$ cat src/rtl/fetch_queue.sv
// -----------------------------------------------------------------------------
// fetch_queue
//
// Instruction prefetch queue sitting between a multi-cycle instruction memory
// and the decode stage. It issues sequential word fetches ahead of decode and
// tags each returned instruction with its PC. Responses land in a DEPTH-entry
// FIFO that decode drains over a valid/ready handshake. A redirect flushes the
// queue, restarts fetching at the new PC and marks every in-flight response as
// stale so it is discarded on arrival.
//
// Parameters
//   DEPTH            queue entries (power of 2, >= 2)
//   MAX_OUTSTANDING  max accepted-but-unanswered memory requests (1..DEPTH)
//   RESET_PC         first fetch address after reset
//
// Ports
//   clk             clock, rising edge
//   rst_n           synchronous reset, ACTIVE-HIGH despite the name (1 = reset)
//   imem_req_valid  fetch request valid
//   imem_req_ready  memory accepts the request this cycle
//   imem_req_addr   word-aligned fetch address
//   imem_rsp_valid  response pulse, one per accepted request, in order
//   imem_rsp_data   instruction word of the response
//   redirect_valid  one-cycle flush + restart pulse
//   redirect_pc     restart address (bits [1:0] forced to 0)
//   instr_valid     head entry valid
//   instr_ready     decode consumes the head this cycle
//   instr           head instruction word
//   instr_pc        head instruction PC
//   queue_count     occupied entries
//
// Optional feature (macro FETCH_QUEUE_STATS_EN)
//   stat_stall_cycles  cycles out of reset with instr_valid=0 (saturating)
//   stat_flush_count   redirect pulses out of reset (saturating)
// -----------------------------------------------------------------------------
module fetch_queue #(
   parameter int unsigned DEPTH           = 4,
   parameter int unsigned MAX_OUTSTANDING = 2,
   parameter logic [31:0] RESET_PC        = 32'h0000_0000
) (
   input  logic                         clk,
   input  logic                         rst_n,
   output logic                         imem_req_valid,
   input  logic                         imem_req_ready,
   output logic [31:0]                  imem_req_addr,
   input  logic                         imem_rsp_valid,
   input  logic [31:0]                  imem_rsp_data,
   input  logic                         redirect_valid,
   input  logic [31:0]                  redirect_pc,
   output logic                         instr_valid,
   input  logic                         instr_ready,
   output logic [31:0]                  instr,
   output logic [31:0]                  instr_pc,
   output logic [$clog2(DEPTH+1)-1:0]   queue_count
`ifdef FETCH_QUEUE_STATS_EN
   ,
   output logic [31:0]                  stat_stall_cycles,
   output logic [31:0]                  stat_flush_count
`endif
);

   localparam int unsigned AW = $clog2(DEPTH);            // entry index width
   localparam int unsigned PW = AW + 1;                   // pointer width incl. wrap bit
   localparam int unsigned OW = $clog2(MAX_OUTSTANDING + 1);

   // ---------------------------------------------------------------------
   // State
   // ---------------------------------------------------------------------
   logic [31:0]   fetch_pc_q, fetch_pc_d;    // next address to request
   logic [31:0]   rsp_pc_q,   rsp_pc_d;      // PC of the next live response
   logic [PW-1:0] wr_ptr_q,   wr_ptr_d;
   logic [PW-1:0] rd_ptr_q,   rd_ptr_d;
   logic [OW-1:0] outst_q,    outst_d;       // all requests still owed a response
   logic [OW-1:0] drop_q,     drop_d;        // subset of outst_q that is stale

   logic [31:0]   mem_pc_q   [DEPTH];
   logic [31:0]   mem_data_q [DEPTH];

   // ---------------------------------------------------------------------
   // Derived status
   // ---------------------------------------------------------------------
   logic [AW-1:0] wr_idx;
   logic [AW-1:0] rd_idx;
   logic [PW-1:0] occupancy;
   logic          q_empty;
   logic          q_full;
   logic [OW-1:0] live_inflight;
   logic          credit_ok;
   logic          req_fire;
   logic          rsp_take;
   logic          push;
   logic          pop;
   logic [31:0]   redirect_target;

   assign wr_idx    = wr_ptr_q[AW-1:0];
   assign rd_idx    = rd_ptr_q[AW-1:0];
   assign occupancy = wr_ptr_q - rd_ptr_q;
   assign q_empty   = (wr_ptr_q == rd_ptr_q);
   assign q_full    = (wr_ptr_q[AW] != rd_ptr_q[AW]) && (wr_idx == rd_idx);

   // Only non-stale in-flight requests will need a queue slot, so they are
   // the ones reserved against free space when deciding to issue.
   assign live_inflight = outst_q - drop_q;
   assign credit_ok     = (32'(occupancy) + 32'(live_inflight)) < DEPTH;

   assign redirect_target = redirect_pc & 32'hFFFF_FFFC;

   assign imem_req_valid = !rst_n && !redirect_valid
                           && (32'(outst_q) < MAX_OUTSTANDING) && credit_ok;
   assign imem_req_addr  = fetch_pc_q;
   assign req_fire       = imem_req_valid && imem_req_ready;

   // A response with nothing outstanding is spurious and ignored outright.
   assign rsp_take = !rst_n && imem_rsp_valid && (outst_q != '0);

   assign pop  = !rst_n && !q_empty && instr_ready && !redirect_valid;
   // Stale responses and any response in a redirect cycle are swallowed.
   // The full guard only matters for illegal stimulus; issue credit keeps a
   // live response from ever meeting a full queue.
   assign push = rsp_take && (drop_q == '0) && !redirect_valid && (!q_full || pop);

   // ---------------------------------------------------------------------
   // Next-state logic
   // ---------------------------------------------------------------------
   always_comb begin
      fetch_pc_d = fetch_pc_q;
      rsp_pc_d   = rsp_pc_q;
      wr_ptr_d   = wr_ptr_q;
      rd_ptr_d   = rd_ptr_q;
      outst_d    = outst_q;
      drop_d     = drop_q;

      if (redirect_valid) begin
         wr_ptr_d   = '0;
         rd_ptr_d   = '0;
         fetch_pc_d = redirect_target;
         rsp_pc_d   = redirect_target;
         outst_d    = outst_q - OW'(rsp_take);
         // Everything still in flight after this cycle belongs to the old
         // stream, including responses that were already marked stale.
         drop_d     = outst_d;
      end else begin
         if (req_fire) begin
            fetch_pc_d = fetch_pc_q + 32'd4;
         end
         if (push) begin
            wr_ptr_d = wr_ptr_q + PW'(1);
            rsp_pc_d = rsp_pc_q + 32'd4;
         end
         if (pop) begin
            rd_ptr_d = rd_ptr_q + PW'(1);
         end
         outst_d = outst_q + OW'(req_fire) - OW'(rsp_take);
         if (rsp_take && (drop_q != '0)) begin
            drop_d = drop_q - OW'(1);
         end
      end
   end

   // ---------------------------------------------------------------------
   // Control registers
   // ---------------------------------------------------------------------
   always_ff @(posedge clk) begin
      if (rst_n) begin
         fetch_pc_q <= RESET_PC;
         rsp_pc_q   <= RESET_PC;
         wr_ptr_q   <= '0;
         rd_ptr_q   <= '0;
         outst_q    <= '0;
         drop_q     <= '0;
      end else begin
         fetch_pc_q <= fetch_pc_d;
         rsp_pc_q   <= rsp_pc_d;
         wr_ptr_q   <= wr_ptr_d;
         rd_ptr_q   <= rd_ptr_d;
         outst_q    <= outst_d;
         drop_q     <= drop_d;
      end
   end

   // ---------------------------------------------------------------------
   // Queue storage (no reset needed: head outputs are masked while empty)
   // ---------------------------------------------------------------------
   always_ff @(posedge clk) begin
      if (push) begin
         mem_pc_q[wr_idx]   <= rsp_pc_q;
         mem_data_q[wr_idx] <= imem_rsp_data;
      end
   end

   // ---------------------------------------------------------------------
   // Head outputs: driven purely from registered state
   // ---------------------------------------------------------------------
   assign instr_valid = !q_empty;
   assign instr       = q_empty ? 32'h0 : mem_data_q[rd_idx];
   assign instr_pc    = q_empty ? 32'h0 : mem_pc_q[rd_idx];
   assign queue_count = occupancy;

`ifdef FETCH_QUEUE_STATS_EN
   // ---------------------------------------------------------------------
   // Saturating statistics counters
   // ---------------------------------------------------------------------
   logic [31:0] stall_cnt_q;
   logic [31:0] flush_cnt_q;

   always_ff @(posedge clk) begin
      if (rst_n) begin
         stall_cnt_q <= '0;
         flush_cnt_q <= '0;
      end else begin
         if (q_empty && (stall_cnt_q != 32'hFFFF_FFFF)) begin
            stall_cnt_q <= stall_cnt_q + 32'd1;
         end
         if (redirect_valid && (flush_cnt_q != 32'hFFFF_FFFF)) begin
            flush_cnt_q <= flush_cnt_q + 32'd1;
         end
      end
   end

   assign stat_stall_cycles = stall_cnt_q;
   assign stat_flush_count  = flush_cnt_q;
`endif

endmodule
$ cat config.mk
export PLATFORM = sky130hd
export DESIGN_NAME = fetch_queue
export DESIGN_NICKNAME = d
export VERILOG_FILES = /design/src/rtl/fetch_queue.sv
export SDC_FILE = /design/constraint.sdc
export NUM_CORES = 1
export LEC_CHECK = 0
export CAP_MARGIN = 5
export CORE_UTILIZATION = 30
export DETAILED_ROUTE_END_ITERATION = 10
export HOLD_SLACK_MARGIN = 0.02
export MAX_ROUTING_LAYER = met4
export PLACE_DENSITY_LB_ADDON = 0.08
export SETUP_SLACK_MARGIN = 0.02
export SYNTH_ARGS = -nofsm -noshare
export SYNTH_HDL_FRONTEND = slang
export SYNTH_SLANG_ARGS = --single-unit
$ cat constraint.sdc
create_clock -name clk -period 5.4 [get_ports clk]
set_input_delay 1.08 -clock clk [delete_from_list [all_inputs] [get_ports clk]]
set_output_delay 1.08 -clock clk [all_outputs]
set_load 0.03 [all_outputs]
Yosys cells after proc, flatten, opt, wreduce, memory -nomap -nowiden

Memory sizes are Yosys's and may differ from the RTL's. A register that Yosys moved wholly into a read port is not among the register bits.
Cells that the tools add are included.

Equality and inequality tests: 3
Multiply operators: 0
Shift operators: 0
Divide/modulo/power cells: 0
Reduce and logical (&&, ||, !) cells: 26
Mux-type cells: 15
$add $sub $neg: 11
Bitwise logic cells: 0
$lt $le $gt $ge: 2

Operators by type and width:

| operator                                                                      | number |
|---|---|
| 32-bit two-way mux                                                            | 6 |
| 32-bit by 3-bit adder with 32-bit output (second input constant)              | 2 |
| 1-bit logical AND                                                             | 14 |
| 2-bit two-way mux                                                             | 7 |
| 2-bit nonzero test                                                            | 5 |
| 3-bit by 1-bit adder with 3-bit output (second input constant)                | 2 |
| 3-bit by 2-bit adder with 4-bit output                                        | 1 |
| 1-bit logical NOT                                                             | 4 |
| 4-bit by 3-bit less-than comparator with 1-bit output (second input constant) | 1 |
| 2-bit by 1-bit subtractor with 2-bit output                                   | 2 |
| 3-bit == test                                                                 | 1 |
| 3-bit subtractor                                                              | 1 |
| 2-bit by 1-bit adder with 2-bit output                                        | 1 |
| 2-bit == test                                                                 | 1 |
| 2-bit logical NOT                                                             | 1 |
| 2-bit less-than comparator (second input constant)                            | 1 |
| 1-bit two-way mux                                                             | 2 |
| 2-bit OR reduction                                                            | 1 |
| 2-bit by 1-bit subtractor with 2-bit output (second input constant)           | 1 |
| 2-bit subtractor                                                              | 1 |
| 1-bit logical OR                                                              | 1 |
| 1-bit != test                                                                 | 1 |

Memory bits (writable): 256
Latch bits: 0
Input port bits: 70
Memory bits (read-only): 0
Output and inout bits: 101
Word-level logic and storage cells: 67
Memories: 2
Bits in registers: 74

Memories:

| memory     | depth | bits a word | rd ports | clocked after Yosys merged registers in | write ports | RTL line | RTL |
|---|---|---|---|---|---|---|---|
| mem_data_q | 4     | 32          | 1        | 1                                       | 1           | 77       | `logic [31:0] mem_data_q [DEPTH];` |
| mem_pc_q   | 4     | 32          | 1        | 1                                       | 1           | 76       | `logic [31:0] mem_pc_q [DEPTH];` |

Depth between registers and ports, before layout

Depth in word-level cells: 9
Mapped depth: 16
Depth with buffers taken out: 15

Worst setup path after synthesis

No wires, ideal clock.

Path kind: input port to flip-flop
Start point: input rst_n
End point: memory mem_data_q[3][0], enable pin
Slack: 1.225 ns
Cell stages on the path: 5
Data arrival time: 3.747 ns
Setup time: 0.428 ns
Path buffers: 2
Cell sequence: buf_2 > nand2b_1 > nor4b_1 > clkbuf_1 > and3_1

Longest elaborated chain between the ends: 8

Ends and longest elaborated chain:

| item                                                  | RTL line | RTL |
|---|---|---|
| from (decl)                                           | 42       | `input logic rst_n,` |
| 1-bit logical NOT (*)                                 | 114, 116 |  |
| 1-bit logical AND (on tied branches) (2 in a row)     | 114, 116 |  |
| 1-bit logical AND (on tied branches)                  | 120, 116 |  |
| 1-bit logical AND or 1-bit logical OR (tied branches) | 120      | `assign push = rsp_take && (drop_q == '0) && !redirect_valid && (!q_full \|\| pop);` |
| 1-bit logical AND (*)                                 | 120      |  |
| 1-bit two-way mux (*)                                 | 185      | `if (push) begin` |
| 1-bit two-way mux (not written as such) (*)           | 187      | `mem_data_q[wr_idx] <= imem_rsp_data;` |
| to (decl)                                             | 77       |  |

Mark *: on every way between the ends. The rest lies on a longest branch, timed or not.

Worst setup path in the final report

Start point: register wr_ptr_q[0]
End point: output imem_req_valid

Longest elaborated chain between the ends: 4

Ends and longest elaborated chain:

| item                                                  | RTL line | RTL |
|---|---|---|
| from (decl)                                           | 71       | `logic [PW-1:0] wr_ptr_q, wr_ptr_d;` |
| from (signal assigned)                                | 174      | `wr_ptr_q <= wr_ptr_d;` |
| 3-bit subtractor                                      | 97       | `assign occupancy = wr_ptr_q - rd_ptr_q;` |
| 3-bit by 2-bit adder with 4-bit output                | 104      | `assign credit_ok = (32'(occupancy) + 32'(live_inflight)) < DEPTH;` |
| 4-bit by 3-bit less-than comparator with 1-bit output | 104      |  |
| 1-bit logical AND                                     | 109      | `&& (32'(outst_q) < MAX_OUTSTANDING) && credit_ok;` |
| to (decl)                                             | 43       | `output logic imem_req_valid,` |

Every way passes these cells.

==> results.cfg <==
[yosys]
yosysWarningCount = 0
ys_seq_elements = 320
synth_area_um2 = 13500
avgSynthCellArea_um2 = 14.6
async_flop_share_pct = 0
synth_flop_cell = edfxtp_1
synth.distinct_cells = 56
synth_edf_count = 248
seq_area_frac_synth_pct = 65.7
syn_inst = 928

[global_route]
grt_max_degree = 63
globalRouteTotalUtil_pct = 15.6
antenna_found_initial = 0
grt_util_met1_pct = 21.0
grt_pass1_wl_um = 53900
grt_use_met3_pct = 2.81
grt.busiest_layer = met2
overflow = 0
globalRouteMet2Util_pct = 24.2
grt_pass1_vias = 8841

[final_layout]
antennaDiodeCount = 0
area_growth_pct = 26.6
nets = 1189
drive_above_1_share_pct = 13.6
multi_input_area_um2 = 4390
fillers = 4234
layout_commonest_cell = edfxtp_1
final_cell_mix = 248 x edfxtp_1, 162 x clkdlybuf4s50_1, 70 x and2_1, 70 x dfxtp_1, 62 x mux4_2
seq_area_um2 = 8890

[cts]
cts.root.buffer_cell = clkbuf_16
postCtsHoldBufs = 0
postCtsSetupBuffers = 0
cts_max_level = 2
worst_skew_pair.late_latency_ps = 520
cts_tree = built
cts_num_sinks = 320
clkTransAtPathRegs_ps = 60
cts_buffer_depth = 3
cts_buffers = 39
cts-resized-gates = 0

[timing]
finalClockSkew_ps = 16.0
final-setup-viol-count = 0
maxSlewViolCount = 0
hold_ws_ps = 527
fin_crit_ps = 4580
final_hold_viol_count = 0
slew-limit-headroom_pct = 37.0
rsz0062_at_grt = no
fin_crit_sh_pct = 84.7
setup_slack_ps = 824
finalSetupTns_ps = 0
max_freq_ghz = 0.219
worst_pin_slew_ps = 946

[worst_setup_path]
setup.worst_path.start_class = flip-flop
worstReg2RegStart = wr_ptr_q[0]
cp_num_buf_inv = 3
endpoint_kind = output pin
crit_type = flip-flop to output pin
cpPeakStageDelay_ps = 730
critical_path.top_delay_family = adder cells
cp.required_ps = 4320
reg2reg_depth = 12
worstPathMaxFanout = 4
reg2reg_slack_ps = 1560
cp.arrival_ps = 3500
rr_endpoint = imem_req_addr[15]
path_cells = inv_1, ha_1, inv_1, fa_1, ha_1, or4_4, nor3_1, clkdlybuf4s50_1
crit_start = wr_ptr_q[0]
cp_slowest_cell = clkdlybuf4s50_1

[floorplan]
die_y_um = 214
die_w_um = 214
ios = 171
coreArea_um2 = 44300
dieArea_um2 = 46000
start_util_pct = 30.5
fp-row-count = 77

[detailed_routing]
vias = 8493
drt_first_pass_iters = 5
wl_per_cell_um = 20.0
drt_iter0_markers = 389
drc = 0
via_per_inst = 4.93
ant_nets = 0
drt-total-wl_um = 34400

[placement]
dp_hpwl_um = 21600
port_buffers = 164
gp_congestion = 0.749
dp_slack_ps = 1380

[worst_hold_path]
whs_path_depth = 2
min_to = imem_req_addr[31]
hp-class = flip-flop to flip-flop
min-delay-start = imem_req_addr[31]

[power_and_ir_drop]
ir_worst_vdd_mv = 0.194
p_per_area_nw_per_um2 = 319
p_leak_nw = 5.48
power.total_mw = 5.47

[run]
maxCapViolCount = 0

[status]
status = finished, final reports clean
[worst register-to-register path, stage by stage, from the launching register on]
cell	delay, ps
dfxtp_1	410
inv_1	110
ha_1	210
inv_1	60
fa_1	460
ha_1	240
or4_4	560
nor4b_4	220
buf_4	220
inv_2	180
or4_4	620
or3_1	320
a31oi_1	170
[sequential cells by signal, summed over array words and instances, names as in the netlist, named ones only]
register,flops
mem_data_q,128
rsp_pc_q,30
mem_pc_q,120
rd_ptr_q,3
drop_q,2
wr_ptr_q,3
outst_q,2
imem_req_addr,30
[layout make-up]
type | count | area share, %
sequential | 320 | 51.9
timing repair buffer | 183 | 10.7
clock inverter | 20 | 0.861
inverter | 20 | 0.438
multi-input combinational | 539 | 25.6
tap | 592 | 4.32
clock buffer | 50 | 6.18
[worst max-delay path by stage]
stage | slack, ps | depth (start not counted) | end
global route | 620 | 8 | imem_req_valid
finish | 820 | 8 | imem_req_valid
floorplan | 1230 | 5 | mem_data_q[3][0]
CTS | 790 | 8 | imem_req_valid
global placement | 1360 | 8 | imem_req_valid
detailed placement | 1380 | 8 | imem_req_valid
[through the flow]
stage | util, % | area (um^2) | std cells
after floorplan | - | 13500 | 931
after global placement | 35.9 | 15900 | 1654
after detailed placement | 35.9 | 15900 | 1654
after CTS | 38.7 | 17100 | 1724
after global routing | 38.7 | 17100 | 1724
final | 38.7 | 17100 | 1724
[routing by layer]
layer / up-vias / part of all wire, %
li1: 3997 / -
met1: 4210 / 47
met2: 227 / 46
met3: 59 / 4.6
met4: 0 / 2.1
met5: - / 0
[Yosys cell counts (all sizes together) (21+ instances only)]
library cell	n	share of area, %
a31oi	33	1.5
a21oi	21	0.78
o21ai	21	0.78
dfxtp	72	11
nor2	42	1.2
clkbuf	37	1.0
mux4	62	10
nand3	32	1.2
edfxtp	248	55
nand2	59	1.6
nand4	23	1.1
and2	70	3.2
[cell families after synthesis]
logic type | after synthesis | synth area share, %
buffers and inverters | 72 | 2.14
and+or+nand+nor | 306 | 12.4
xor gates and xnor gates | 19 | 1.33
other | 1 | 0.0277
AOI/OAI and AO/OA | 123 | 5.94
muxes | 71 | 11.0
adders and majority gates | 16 | 1.53
DFF | 320 | 65.7
[report_power, final]
part           switching [mW]  total [mW]  internal [mW]  leakage, nW
Clock                   0.991        2.47           1.48        0.595
Combinational           0.141       0.256          0.115         2.03
Sequential             0.0565        2.74           2.69         2.85
Total                    1.19        5.47           4.28         5.48
(Power assumes the default switching activity.)
